==> config.mk <==
export PLATFORM = sky130hd
export DESIGN_NAME = msrv32_trap_controller
export DESIGN_NICKNAME = d
export VERILOG_FILES = /design/src/rtl/msrv32_trap_pkg.sv /design/src/rtl/msrv32_trap_priority.sv /design/src/rtl/msrv32_trap_controller.sv
export SDC_FILE = /design/constraint.sdc
export NUM_CORES = 1
export LEC_CHECK = 0
export CORE_AREA = 2 2 52 54
export CTS_CLUSTER_DIAMETER = 150
export DETAILED_ROUTE_END_ITERATION = 16
export DIE_AREA = 0 0 54 56
export MAX_ROUTING_LAYER = met4
export PLACE_DENSITY = 0.78
export SLEW_MARGIN = 10
export SYNTH_ARGS = -nofsm -noshare
export SYNTH_HDL_FRONTEND = slang
export SYNTH_HIERARCHICAL = 1
export SYNTH_SLANG_ARGS = --single-unit
==> constraint.sdc <==
create_clock -name clk_in -period 3.5 [get_ports clk_in]
set_clock_uncertainty 0.2 [all_clocks]
set_input_delay 0.525 -clock clk_in [delete_from_list [all_inputs] [get_ports clk_in]]
set_output_delay 0.525 -clock clk_in [all_outputs]
set_load 0.02 [all_outputs]
==> src/rtl/msrv32_trap_pkg.sv <==
// Shared types and constants for the machine-mode trap controller.
// MSRV32_TRAP_WFI_EN widens the state encoding to add the WFI wait state.
package msrv32_trap_pkg;

`ifdef MSRV32_TRAP_WFI_EN
    typedef enum logic [2:0] {
        StReset      = 3'd0,
        StOperating  = 3'd1,
        StTrapTaken  = 3'd2,
        StTrapReturn = 3'd3,
        StWaitIrq    = 3'd4
    } state_e;
`else
    typedef enum logic [1:0] {
        StReset      = 2'd0,
        StOperating  = 2'd1,
        StTrapTaken  = 2'd2,
        StTrapReturn = 2'd3
    } state_e;
`endif

    localparam logic [3:0] CAUSE_INSTR_MISALIGNED = 4'd0;
    localparam logic [3:0] CAUSE_ILLEGAL          = 4'd2;
    localparam logic [3:0] CAUSE_BREAKPOINT       = 4'd3;
    localparam logic [3:0] CAUSE_LOAD_MISALIGNED  = 4'd4;
    localparam logic [3:0] CAUSE_STORE_MISALIGNED = 4'd6;
    localparam logic [3:0] CAUSE_ECALL_M          = 4'd11;
    localparam logic [3:0] CAUSE_MSI              = 4'd3;
    localparam logic [3:0] CAUSE_MTI              = 4'd7;
    localparam logic [3:0] CAUSE_MEI              = 4'd11;

    localparam logic [1:0] PC_BOOT = 2'b00;
    localparam logic [1:0] PC_EPC  = 2'b01;
    localparam logic [1:0] PC_NEXT = 2'b10;
    localparam logic [1:0] PC_TRAP = 2'b11;

    localparam logic [4:0] OPC_SYSTEM = 5'b11100;
    localparam logic [6:0] F7_ECALL   = 7'b0000000;
    localparam logic [6:0] F7_EBREAK  = 7'b0000000;
    localparam logic [6:0] F7_MRET    = 7'b0011000;
    localparam logic [6:0] F7_WFI     = 7'b0001000;
    localparam logic [4:0] RS2_ECALL  = 5'd0;
    localparam logic [4:0] RS2_EBREAK = 5'd1;
    localparam logic [4:0] RS2_MRET   = 5'd2;
    localparam logic [4:0] RS2_WFI    = 5'd5;

    // Exceptions whose mtval is the faulting address rather than zero.
    function automatic logic is_addr_cause(input logic [3:0] cause);
        return (cause == CAUSE_INSTR_MISALIGNED) || (cause == CAUSE_LOAD_MISALIGNED) ||
               (cause == CAUSE_STORE_MISALIGNED);
    endfunction

endpackage

==> src/rtl/msrv32_trap_priority.sv <==
// Combinational trap priority encoder: exceptions first, then MIE-gated interrupts.
module msrv32_trap_priority
    import msrv32_trap_pkg::*;
(
    input  logic       misaligned_instr_in,
    input  logic       illegal_in,
    input  logic       ebreak_in,
    input  logic       misaligned_load_in,
    input  logic       misaligned_store_in,
    input  logic       ecall_in,
    input  logic       mie_in,
    input  logic       meie_in,
    input  logic       msie_in,
    input  logic       mtie_in,
    input  logic       meip_in,
    input  logic       msip_in,
    input  logic       mtip_in,
    output logic       trap_valid_out,
    output logic       i_or_e_out,
    output logic [3:0] cause_out
);
    logic w_exc;
    logic w_mei;
    logic w_msi;
    logic w_mti;
    logic w_irq;

    assign w_exc = misaligned_instr_in | illegal_in | ebreak_in | misaligned_load_in |
                   misaligned_store_in | ecall_in;
    assign w_mei = meie_in & meip_in;
    assign w_msi = msie_in & msip_in;
    assign w_mti = mtie_in & mtip_in;
    assign w_irq = mie_in & (w_mei | w_msi | w_mti);

    assign trap_valid_out = w_exc | w_irq;
    assign i_or_e_out     = ~w_exc & w_irq;

    always_comb begin
        cause_out = CAUSE_INSTR_MISALIGNED;
        if (misaligned_instr_in)      cause_out = CAUSE_INSTR_MISALIGNED;
        else if (illegal_in)          cause_out = CAUSE_ILLEGAL;
        else if (ebreak_in)           cause_out = CAUSE_BREAKPOINT;
        else if (misaligned_load_in)  cause_out = CAUSE_LOAD_MISALIGNED;
        else if (misaligned_store_in) cause_out = CAUSE_STORE_MISALIGNED;
        else if (ecall_in)            cause_out = CAUSE_ECALL_M;
        else if (w_mei)               cause_out = CAUSE_MEI;
        else if (w_msi)               cause_out = CAUSE_MSI;
        else if (w_mti)               cause_out = CAUSE_MTI;
    end

endmodule

==> src/rtl/msrv32_trap_controller.sv <==
// Machine-mode trap control FSM driving CSR trap controls and the fetch PC source.
// Define MSRV32_TRAP_WFI_EN to add the WFI wait state and wfi_stall_out.
module msrv32_trap_controller
    import msrv32_trap_pkg::*;
#(
    parameter int unsigned BOOT_CYCLES = 1
) (
    input  logic       clk_in,
    input  logic       rst_in,
    input  logic       illegal_instr_in,
    input  logic       misaligned_instr_in,
    input  logic       misaligned_load_in,
    input  logic       misaligned_store_in,
    input  logic [4:0] opcode_6_to_2_in,
    input  logic [2:0] funct3_in,
    input  logic [6:0] funct7_in,
    input  logic [4:0] rs1_addr_in,
    input  logic [4:0] rs2_addr_in,
    input  logic [4:0] rd_addr_in,
    input  logic       mie_in,
    input  logic       meie_in,
    input  logic       mtie_in,
    input  logic       msie_in,
    input  logic       meip_in,
    input  logic       mtip_in,
    input  logic       msip_in,
    output logic       i_or_e_out,
    output logic [3:0] cause_out,
    output logic       set_cause_out,
    output logic       set_epc_out,
    output logic       instret_inc_out,
    output logic       mie_clear_out,
    output logic       mie_set_out,
    output logic       misaligned_exception_out,
    output logic [1:0] pc_src_out,
`ifdef MSRV32_TRAP_WFI_EN
    output logic       wfi_stall_out,
`endif
    output logic       flush_out
);
    localparam logic [3:0] BOOT_LAST = 4'(BOOT_CYCLES - 1);

    state_e     r_state;
    logic [3:0] r_boot_cnt;
    logic [3:0] r_cause;
    logic       r_i_or_e;

    logic       w_system;
    logic       w_ecall;
    logic       w_ebreak;
    logic       w_mret;
    logic       w_wfi;
    logic       w_illegal;
    logic       w_trap;
    logic       w_i_or_e;
    logic [3:0] w_cause;

    assign w_system = (opcode_6_to_2_in == OPC_SYSTEM) && (funct3_in == 3'b000) &&
                      (rs1_addr_in == 5'd0) && (rd_addr_in == 5'd0);
    assign w_ecall  = w_system && (funct7_in == F7_ECALL) && (rs2_addr_in == RS2_ECALL);
    assign w_ebreak = w_system && (funct7_in == F7_EBREAK) && (rs2_addr_in == RS2_EBREAK);
    assign w_mret   = w_system && (funct7_in == F7_MRET) && (rs2_addr_in == RS2_MRET);
    assign w_wfi    = w_system && (funct7_in == F7_WFI) && (rs2_addr_in == RS2_WFI);

`ifdef MSRV32_TRAP_WFI_EN
    logic w_irq_any;
    assign w_irq_any = (meie_in & meip_in) | (msie_in & msip_in) | (mtie_in & mtip_in);
    assign w_illegal = illegal_instr_in;
`else
    // Without WFI support the encoding is just another illegal instruction.
    assign w_illegal = illegal_instr_in | w_wfi;
`endif

    msrv32_trap_priority u_priority (
        .misaligned_instr_in (misaligned_instr_in),
        .illegal_in          (w_illegal),
        .ebreak_in           (w_ebreak),
        .misaligned_load_in  (misaligned_load_in),
        .misaligned_store_in (misaligned_store_in),
        .ecall_in            (w_ecall),
        .mie_in              (mie_in),
        .meie_in             (meie_in),
        .msie_in             (msie_in),
        .mtie_in             (mtie_in),
        .meip_in             (meip_in),
        .msip_in             (msip_in),
        .mtip_in             (mtip_in),
        .trap_valid_out      (w_trap),
        .i_or_e_out          (w_i_or_e),
        .cause_out           (w_cause)
    );

    always_ff @(posedge clk_in) begin
        if (rst_in) begin
            r_state    <= StReset;
            r_boot_cnt <= 4'd0;
            r_cause    <= 4'd0;
            r_i_or_e   <= 1'b0;
        end else begin
            case (r_state)
                StReset: begin
                    r_boot_cnt <= r_boot_cnt + 4'd1;
                    if (r_boot_cnt == BOOT_LAST) r_state <= StOperating;
                end
                StOperating: begin
                    if (w_trap) begin
                        r_cause  <= w_cause;
                        r_i_or_e <= w_i_or_e;
                        r_state  <= StTrapTaken;
                    end else if (w_mret) begin
                        r_state <= StTrapReturn;
`ifdef MSRV32_TRAP_WFI_EN
                    end else if (w_wfi) begin
                        r_state <= StWaitIrq;
`endif
                    end
                end
                StTrapTaken:  r_state <= StOperating;
                StTrapReturn: r_state <= StOperating;
`ifdef MSRV32_TRAP_WFI_EN
                StWaitIrq: if (w_irq_any) r_state <= StOperating;
`endif
                default:      r_state <= StReset;
            endcase
        end
    end

    assign cause_out  = r_cause;
    assign i_or_e_out = r_i_or_e;

    always_comb begin
        set_cause_out            = 1'b0;
        set_epc_out              = 1'b0;
        instret_inc_out          = 1'b0;
        mie_clear_out            = 1'b0;
        mie_set_out              = 1'b0;
        misaligned_exception_out = 1'b0;
        pc_src_out               = PC_BOOT;
        flush_out                = 1'b1;
`ifdef MSRV32_TRAP_WFI_EN
        wfi_stall_out            = 1'b0;
`endif
        // Reset masks everything so a trap caught in its last cycle never pulses set_*.
        if (!rst_in) begin
            case (r_state)
                StOperating: begin
                    pc_src_out      = PC_NEXT;
                    flush_out       = w_trap | w_mret;
                    instret_inc_out = ~(w_trap | w_mret);
                end
                StTrapTaken: begin
                    set_cause_out            = 1'b1;
                    set_epc_out              = 1'b1;
                    mie_clear_out            = 1'b1;
                    pc_src_out               = PC_TRAP;
                    misaligned_exception_out = ~r_i_or_e & is_addr_cause(r_cause);
                end
                StTrapReturn: begin
                    mie_set_out = 1'b1;
                    pc_src_out  = PC_EPC;
                end
`ifdef MSRV32_TRAP_WFI_EN
                StWaitIrq: begin
                    wfi_stall_out = 1'b1;
                    pc_src_out    = PC_NEXT;
                    flush_out     = 1'b0;
                end
`endif
                default: ;
            endcase
        end
    end

endmodule
Word level (Yosys, flattened, before mapping)
Cells that the tools add are included.
{ "word_totals": {"elab_cells": 85, "output_inout_bits": 14, "regBits": 11, "inputBits": 43} }
{ "classes": {"add_sub_neg": 1, "bitwise_logic": 19, "muxes": 25, "n_eq_ne": 13, "n_reduce_logical": 23} }
{ "op_table": {"columns": ["cell", "count"], "rows": [
  ["2-to-1 mux 4 bit", 8],
  ["logical NOT 5 bit", 3],
  ["case mux 2 bit (3 select lines)", 2],
  ["logical AND 1 bit", 10],
  ["2-to-1 mux 1 bit", 10],
  ["bitwise OR 1 bit", 10],
  ["== test 4 x 3 -> 1 bit (second input constant)", 2],
  ["logical NOT 4 bit", 2],
  ["2-to-1 mux 2 bit", 4],
  ["== test 7 x 4 -> 1 bit (second input constant)", 1],
  ["== test 7 x 5 -> 1 bit (second input constant)", 1],
  ["logical NOT 7 bit", 1],
  ["AND 1 bit", 6],
  ["== test 5 x 1 -> 1 bit (second input constant)", 1],
  ["== test 5 x 2 -> 1 bit (second input constant)", 1],
  ["== test 5 x 3 -> 1 bit (second input constant)", 1],
  ["== test 5 bit (second input constant)", 1],
  ["adder 4 x 1 -> 4 bit (second input constant)", 1],
  ["== test 2 bit (second input constant)", 2],
  ["AND reduction 2 bit", 2],
  ["logical NOT 3 bit", 1],
  ["2-to-1 mux 3 bit", 1],
  ["!= test 3 bit (second input constant)", 1],
  ["inverter 1 bit", 3],
  ["other kinds (5)", 6]
]} }

Logic depth before layout (Yosys ltp)
Gate-level depths: netlist (run 1).
{ "depth": {"word_depth": 17, "depth_mapped": 11, "mapped_depth_nobuf": 10} }

Modules after synthesis
The synthesis (run 1) kept the hierarchy.
{ "modules_own_cells": {"columns": ["module", "n_inst", "cells_each", "seq_area_each_um2", "area_each_um2"], "rows": [
  ["msrv32_trap_controller", 1, 87, 220.2, 718.2],
  ["msrv32_trap_priority", 1, 20, 0.0, 112.6]
]} }

Worst setup path after synthesis (run 1)
OpenSTA, ideal clock, no wires.
{ "synth_timing": {"path_type": "input port to output port", "startpoint": "input opcode_6_to_2_in[2]", "endpoint": "output instret_inc_out", "stages": 10, "path_slack_ns": 0.460, "path_buffers": 1, "t_required_ns": 2.775, "arrival_ns": 2.315, "path_cell_list": "and4b_1 nand4_1 nor4_1 a41o_1 nor3_1 nand2_1 or3b_1 buf_1 nor2_1 and3_2"} }
{ "synth_between": {"elab_chain_len": 17, "word_cells_on_any_way": 22, "cone_classes": "eq/ne (1); mux (2); bitwise (9); reduce/logical (10)"} }
{ "synth_rtl": {"columns": ["element", "line_no", "text"], "rows": [
  ["from (decl)", "msrv32_trap_controller.sv:14", "input logic [4:0] opcode_6_to_2_in,"],
  ["== test 5 bit", "msrv32_trap_controller.sv:58", "assign w_system = (opcode_6_to_2_in == OPC_SYSTEM) && (funct3_in == 3'b000) &&"],
  ["logical AND 1 bit (2 in a row)", "msrv32_trap_controller.sv:58", null],
  ["logical AND 1 bit", "msrv32_trap_controller.sv:59", "(rs1_addr_in == 5'd0) && (rd_addr_in == 5'd0);"],
  ["logical AND 1 bit (2 in a row)", "msrv32_trap_controller.sv:63", "assign w_wfi = w_system && (funct7_in == F7_WFI) && (rs2_addr_in == RS2_WFI);"],
  ["bitwise OR 1 bit", "msrv32_trap_controller.sv:71", "assign w_illegal = illegal_instr_in | w_wfi;"],
  ["via w_illegal", "msrv32_trap_controller.sv:53", "logic w_illegal;"],
  ["bitwise OR 1 bit (4 in a row)", "msrv32_trap_priority.sv:28", "assign w_exc = misaligned_instr_in | illegal_in | ebreak_in | misaligned_load_in |"],
  ["bitwise OR 1 bit", "msrv32_trap_priority.sv:29", "misaligned_store_in | ecall_in;"],
  ["bitwise OR 1 bit", "msrv32_trap_priority.sv:35", "assign trap_valid_out = w_exc | w_irq;"],
  ["via w_trap", "msrv32_trap_controller.sv:54", "logic w_trap;"],
  ["bitwise OR 1 bit", "msrv32_trap_controller.sv:149", "instret_inc_out = ~(w_trap | w_mret);"],
  ["inverter 1 bit", "msrv32_trap_controller.sv:149", null],
  ["2-to-1 mux 1 bit", "msrv32_trap_controller.sv:145", "case (r_state)"],
  ["2-to-1 mux 1 bit", "msrv32_trap_controller.sv:144", "if (!rst_in) begin"],
  ["to (decl)", "msrv32_trap_controller.sv:31", "output logic instret_inc_out,"]
]} }
The timed path passes the listed nets, and every way through them passes these cells.

Worst setup path after layout (run 1)
{ "layout_timing": {"startpoint": "input rs1_addr_in[2]", "endpoint": "output instret_inc_out"} }
{ "layout_between": {"elab_chain_len": 16, "word_cells_on_any_way": 21, "cone_classes": "mux (2); bitwise (9); reduce/logical (10)"} }
{ "layout_rtl": {"columns": ["element", "line_no", "text"], "rows": [
  ["from (decl)", "msrv32_trap_controller.sv:17", "input logic [4:0] rs1_addr_in,"],
  ["logical NOT 5 bit", "msrv32_trap_controller.sv:59", null],
  ["logical AND 1 bit", "msrv32_trap_controller.sv:58", null],
  ["logical AND 1 bit", "msrv32_trap_controller.sv:59", null],
  ["logical AND 1 bit (2 in a row)", "msrv32_trap_controller.sv:63", null],
  ["bitwise OR 1 bit", "msrv32_trap_controller.sv:71", null],
  ["via w_illegal", "msrv32_trap_controller.sv:53", null],
  ["bitwise OR 1 bit (4 in a row)", "msrv32_trap_priority.sv:28", null],
  ["bitwise OR 1 bit", "msrv32_trap_priority.sv:29", null],
  ["bitwise OR 1 bit", "msrv32_trap_priority.sv:35", null],
  ["via w_trap", "msrv32_trap_controller.sv:54", null],
  ["bitwise OR 1 bit", "msrv32_trap_controller.sv:149", null],
  ["inverter 1 bit", "msrv32_trap_controller.sv:149", null],
  ["2-to-1 mux 1 bit", "msrv32_trap_controller.sv:145", null],
  ["2-to-1 mux 1 bit", "msrv32_trap_controller.sv:144", null]
]} }
The timed path passes the listed nets, and every way through them passes these cells.

==> impl_metrics.toml, run 1 <==
[run_status]
outcome = "complete, no violations"

[routing]
drtAntennaViolNets = 0
drc = 0
wl_um = 2270
vias = 1001
wl_per_cell_um = 11.4
drtIter0Drc = 10
vias_per_cell = 5.03
firstDrtPassIters = 4

[setup_path]
path_max_fanout = 3
arrival_ns = 2.63
cp.required_ns = 2.77
cp-start-kind = "input pin"
end_kind = "output port"
crit_type = "input pin to output port"

[clocking]
clk_pin_slew_worst_paths_ns = 0.06
ctsHoldBuffers = 0
post-cts-setup-buffers = 0
clockBufferDepth = 2
clockRootBuffer = "clkbuf_4"
htree_levels = 1
cts_sinks = 11
cts_tree = "yes"
clock_latency_ns = 0.26
cts-buffers-inserted = 3

[synth]
syn-instance-count = 107
synthAdderAreaFrac = 0.105
yosys_register_bits = 11
yosysSeqAreaShare = 0.265
ys.flop_type = "dfxtp_1"
synth_edf_count = 0
synth_top_family_by_area = "simple AND/OR/NAND/NOR gates"
synth_fp_nets = 157
synthXorXnorAreaFrac = 0.0316
synth_area_per_cell_sq_um = 7.76
synth_top_area_frac = 0.265
synth_simple_gate_area_frac = 0.366
synth_mux_area_frac = 0.0361
yosysTopAreaCell = "dfxtp_1"
yosysWarnings = 6
synth-compound-area-share = 0.137
yosysUniqueCellTypes = 35
synthArstFlopShare = 0
syn_area_sq_um = 831
synth_area_leaders = "dfxtp_1, ha_1, nor2_1"

[finish]
final_nets = 220
area_growth_pct = 80.4
antenna_cells = 0
drive_gt1_frac = 0.130
final_util = 0.616

[global_route]
track_usage = 0.171
grt_pass1_wl_um = 3980
grt_pass1_vias = 1021
overflow = 0
antenna_found_initial = 0
grt_max_degree = 15

[place]
pre_cts_ws_ns = -0.432
dp_hpwl_um = 2010
place.port_buffers = 56
place.gp.congestion = 0.824

[power]
p_leak_nw = 0.582
cellPowerDensity_nw_per_um2 = 370
ir_drop_mv = 0.247

[floorplanning]
rows = 18
die_area_sq_um = 3020
io_pins = 57
core_area_sq_um = 2430
die_w_um = 54
die_height_um = 56
initial_core_util = 0.342

[sta]
max_freq_mhz = 298
maxSlewViolCount = 0
maxSlewHeadroom = 0.690
finalCritPeriodShare = 0.959
worst_pin_slew_ns = 0.462
finalHoldViolations = 0
finalSetupViolCount = 0
grt_setup_unrepaired = "no"
setup_slack_ns = 0.144
period_needed_ns = 3.36

[min_path]
holdCritPathClass = "register to register"

[job]
maxCapViolCount = 0
==> synth_stat cells, types with 3 or more instances <==
cell / number
a21oi_1: 6
dfxtp_1: 11
ha_1: 7
inv_1: 6
mux2i_1: 3
nand2_1: 10
nand3_1: 7
nand4_1: 3
nor2_1: 13
nor2b_1: 3
nor3_1: 5
nor4_1: 4
==> critical path, cell delays in order <==
cell and delay, ns:
clkdlybuf4s50_1 0.44, and4b_1 0.18, nand4_1 0.14, nor4_4 0.06, a41o_1 0.26, nor3_2 0.12
nand2_1 0.09, or3b_4 0.39, nor2_2 0.12, and3_2 0.18, buf_4 0.13
==> report_power, final <==
part           switching, mW  internal, mW  leakage [nW]  total [mW]
clock                 0.0390        0.0440        0.0150      0.0830
sequential            0.0274         0.151        0.0897       0.179
combinational          0.139         0.154         0.477       0.293
total                  0.206         0.349         0.582       0.554
==> registers in the layout, indices dropped and copies added (netlist names) <==
| register | count |
|---|---|
| cause_out | 4 |
| i_or_e_out | 1 |
| r_boot_cnt | 4 |
| r_state | 2 |
==> layer usage <==
layer  GRT usage  share of wire  routed length, um  vias up
met5           -              0                  0        -
met4      0.0464         0.0088                 20        0
met1       0.176           0.38                866      453
met2       0.324           0.54               1240       39
li1            -              -                  -      505
met3      0.0215          0.065                147        4
==> area by class of cell <==
type / count / area (sq um)
clock buffers: 4 / 26.3
fillers: 234 / 933
inverters: 6 / 22.5
multi-input cells: 85 / 587
flip-flops and latches: 11 / 220
well taps: 30 / 37.5
repair buffers: 63 / 606
==> final timing paths <==
path         slack [ns]               to           start  cells past startpoint
max                0.14  instret_inc_out  rs1_addr_in[2]                     11
min                0.27     cause_out[2]    cause_out[2]                      2
max reg2reg        1.77       r_state[0]   r_boot_cnt[0]                      6
min reg2reg        0.27     cause_out[2]    cause_out[2]                      2
==> placed cells by master, fill, tap and decap left out, drive strengths merged, types with 4 or more instances in the layout <==
cell type,n
nand2,10
clkbuf,4
clkdlybuf4s50,54
inv,6
nand3,7
a21oi,6
nor4,6
buf,9
ha,7
nor3,5
nor2,13
dfxtp,11
==> logic make-up after synthesis <==
group	count (synthesis)
compound gates	17
xor+xnor	3
fa+ha+maj	7
buf+inv	11
flops	11
mux	3
simple gates	55
==> timing repair <==
item / in CTS / in global routing
endpoints found under the setup margin: 2 / 2
resized for setup: 8 / 6
hold endpoints to repair: 0 / 0
pin swaps: 0 / 3
==> through the flow <==
| step | total power [mW] | cell area (sq um) | hold WS [ns] | setup TNS [ns] | std cells |
|---|---|---|---|---|---|
| after detailed placement | 0.475 | 1460 | 0.269 | -0.733 | 195 |
| after global routing | 0.603 | 1500 | 0.289 | 0 | 199 |
| after global placement | 0.458 | 1460 | 0.264 | -0.677 | 195 |
| final | 0.554 | 1500 | 0.273 | 0 | 199 |
| after floorplan | 0.354 | 831 | 0.282 | 0 | 107 |
| after CTS | 0.559 | 1480 | 0.278 | 0 | 199 |
Power figures use the tool's default switching activity.
==> run 2, diff against run 1 <==
--- a/config.mk
+++ b/config.mk
@@ -5,12 +5,13 @@
 export SDC_FILE = /design/constraint.sdc
 export NUM_CORES = 1
 export LEC_CHECK = 0
-export CORE_AREA = 2 2 52 54
+export CAP_MARGIN = 25
+export CORE_AREA = 2 2 44 46
 export CTS_CLUSTER_DIAMETER = 150
 export DETAILED_ROUTE_END_ITERATION = 16
-export DIE_AREA = 0 0 54 56
+export DIE_AREA = 0 0 46 48
+export DONT_BUFFER_PORTS = 1
 export MAX_ROUTING_LAYER = met4
-export PLACE_DENSITY = 0.78
 export SLEW_MARGIN = 10
 export SYNTH_ARGS = -nofsm -noshare
 export SYNTH_HDL_FRONTEND = slang
==> impl_metrics.toml, run 2 (synthesis gave the netlist of run 1 again) <==
[clocking]
post-cts-setup-buffers = 0
clockBufferDepth = 2
clock_latency_ns = 0.26
htree_levels = 1
cts-buffers-inserted = 3
clk_pin_slew_worst_paths_ns = 0.07
ctsHoldBuffers = 0
cts_resized = 0
clockRootBuffer = "clkbuf_4"
cts_sinks = 11
cts_tree = "yes"

[sta]
grt_setup_unrepaired = "no"
max_freq_mhz = 314
finalCritPeriodShare = 0.910
maxSlewHeadroom = 0.699
finalSetupTns_ns = 0
finalSetupViolCount = 0
maxSlewViolCount = 0
period_needed_ns = 3.19
worst_pin_slew_ns = 0.448
finalHoldViolations = 0

[min_path]
holdPathStages = 1
hold-path-endpoint = "cause_out[3]"
holdCritPathClass = "input pin to register"
min-delay-start = "rst_in"

[setup_path]
cp.required_ns = 2.77
critPathBufInv = 0
r2r_end = "r_state[0]"
r2r_slack_ns = 1.79
arrival_ns = 2.46
cpMaxStageDelayCell = "or3b_1"
slowest_delay_ns = 0.48
end_kind = "output port"
worstPathCellList = "and4b_1 > nand4_1 > nor4_1 > a41o_1 > nor3_1 > nand2_1 > or3b_1 > nor2_1 > and3_2"
crit_type = "input pin to output port"
crit_family = "simple AND/OR/NAND/NOR gates"
r2r_cells = 5
cp-start-kind = "input pin"
r2r_start = "r_state[1]"
path_max_fanout = 8

[global_route]
antenna_found_initial = 0
grt_pass1_vias = 683
grt_max_degree = 16
grt_pass1_wl_um = 2690
overflow = 0
track_usage = 0.176

[finish]
mostFrequentLayoutCell = "nor2_1"
drive_gt1_frac = 0.102
final_cells = 125
final_nets = 159
layout_common_cells = "nor2_1, dfxtp_1, nand2_1, nand3_1, ha_1"
antenna_cells = 0
area_growth_pct = 4.37
fillCellCount = 172

[floorplanning]
core_area_sq_um = 1690
die_w_um = 46
die_area_sq_um = 2210
rows = 15
die_height_um = 48
io_pins = 57
initial_core_util = 0.492

[routing]
firstDrtPassIters = 4
vias_per_cell = 6.17
drc = 0
drtIter0Drc = 9
wl_um = 1710
drtAntennaViolNets = 0
wl_per_cell_um = 13.6
vias = 771

[job]
maxCapViolCount = 0

[power]
cellPowerDensity_nw_per_um2 = 544
ir_drop_mv = 0.198
power_mw = 0.472
p_leak_nw = 0.340

[run_status]
outcome = "complete, no violations"

[place]
place.gp.congestion = 0.724
dp_hpwl_um = 1430
place.port_buffers = 0
dpl.cell_count = 121
-- run 2: changes by cell type in the layout (fill, tap and decap cells not counted) --
cell and change:
buf_2 -1, buf_4 -6, clkdlybuf4s50_1 -54, nor2_1 +1, nor2_2 -1, nor3_1 +1, nor3_2 -1, nor4_1 +1
nor4_4 -1, or3b_1 +1, or3b_4 -1
-- run 2: worst max-delay path by stage --
stage                             start         endpoint  slack, ns  cells past startpoint
finish              opcode_6_to_2_in[2]  instret_inc_out       0.31                      9
global route        opcode_6_to_2_in[1]  instret_inc_out       0.10                      9
CTS                 opcode_6_to_2_in[2]  instret_inc_out       0.32                      9
detailed placement  opcode_6_to_2_in[2]  instret_inc_out       0.33                      9
global placement    opcode_6_to_2_in[2]  instret_inc_out       0.38                      9
floorplan           opcode_6_to_2_in[2]  instret_inc_out       0.46                     10
-- run 2: power breakdown --
part	switching [mW]	total [mW]	leakage [nW]	internal [mW]
Sequential	0.0314	0.183	0.0897	0.151
Combinational	0.117	0.203	0.235	0.0866
Clock	0.0414	0.0855	0.0150	0.0441
Total	0.190	0.472	0.340	0.282
-- run 2: per-layer routing --
layer	routed length (um)	track usage	vias up
li1	-	-	383
met5	0	-	-
met2	785	0.269	45
met1	740	0.221	341
met3	160	0.0302	2
met4	19	0.0857	0
-- run 2: per-stage QoR --
step	util	area [sq um]	hold WS [ns]	worst slack, ns
final	0.513	867	0.117	0.315
after global routing	0.513	867	0.102	0.103
after CTS	0.513	867	0.114	0.323
after detailed placement	0.498	841	0.319	0.330
after global placement	0.498	841	0.306	0.385
after floorplan	-	831	0.282	0.460
-- run 2: area by class of cell --
class / count / area (sq um) / share of cell area
multi-input cells: 85 / 562 / 0.648
inverters: 6 / 22.5 / 0.0260
flip-flops and latches: 11 / 220 / 0.254
well taps: 17 / 21.3 / 0.0245
repair buffers: 2 / 15.0 / 0.0173
clock buffers: 4 / 26.3 / 0.0303
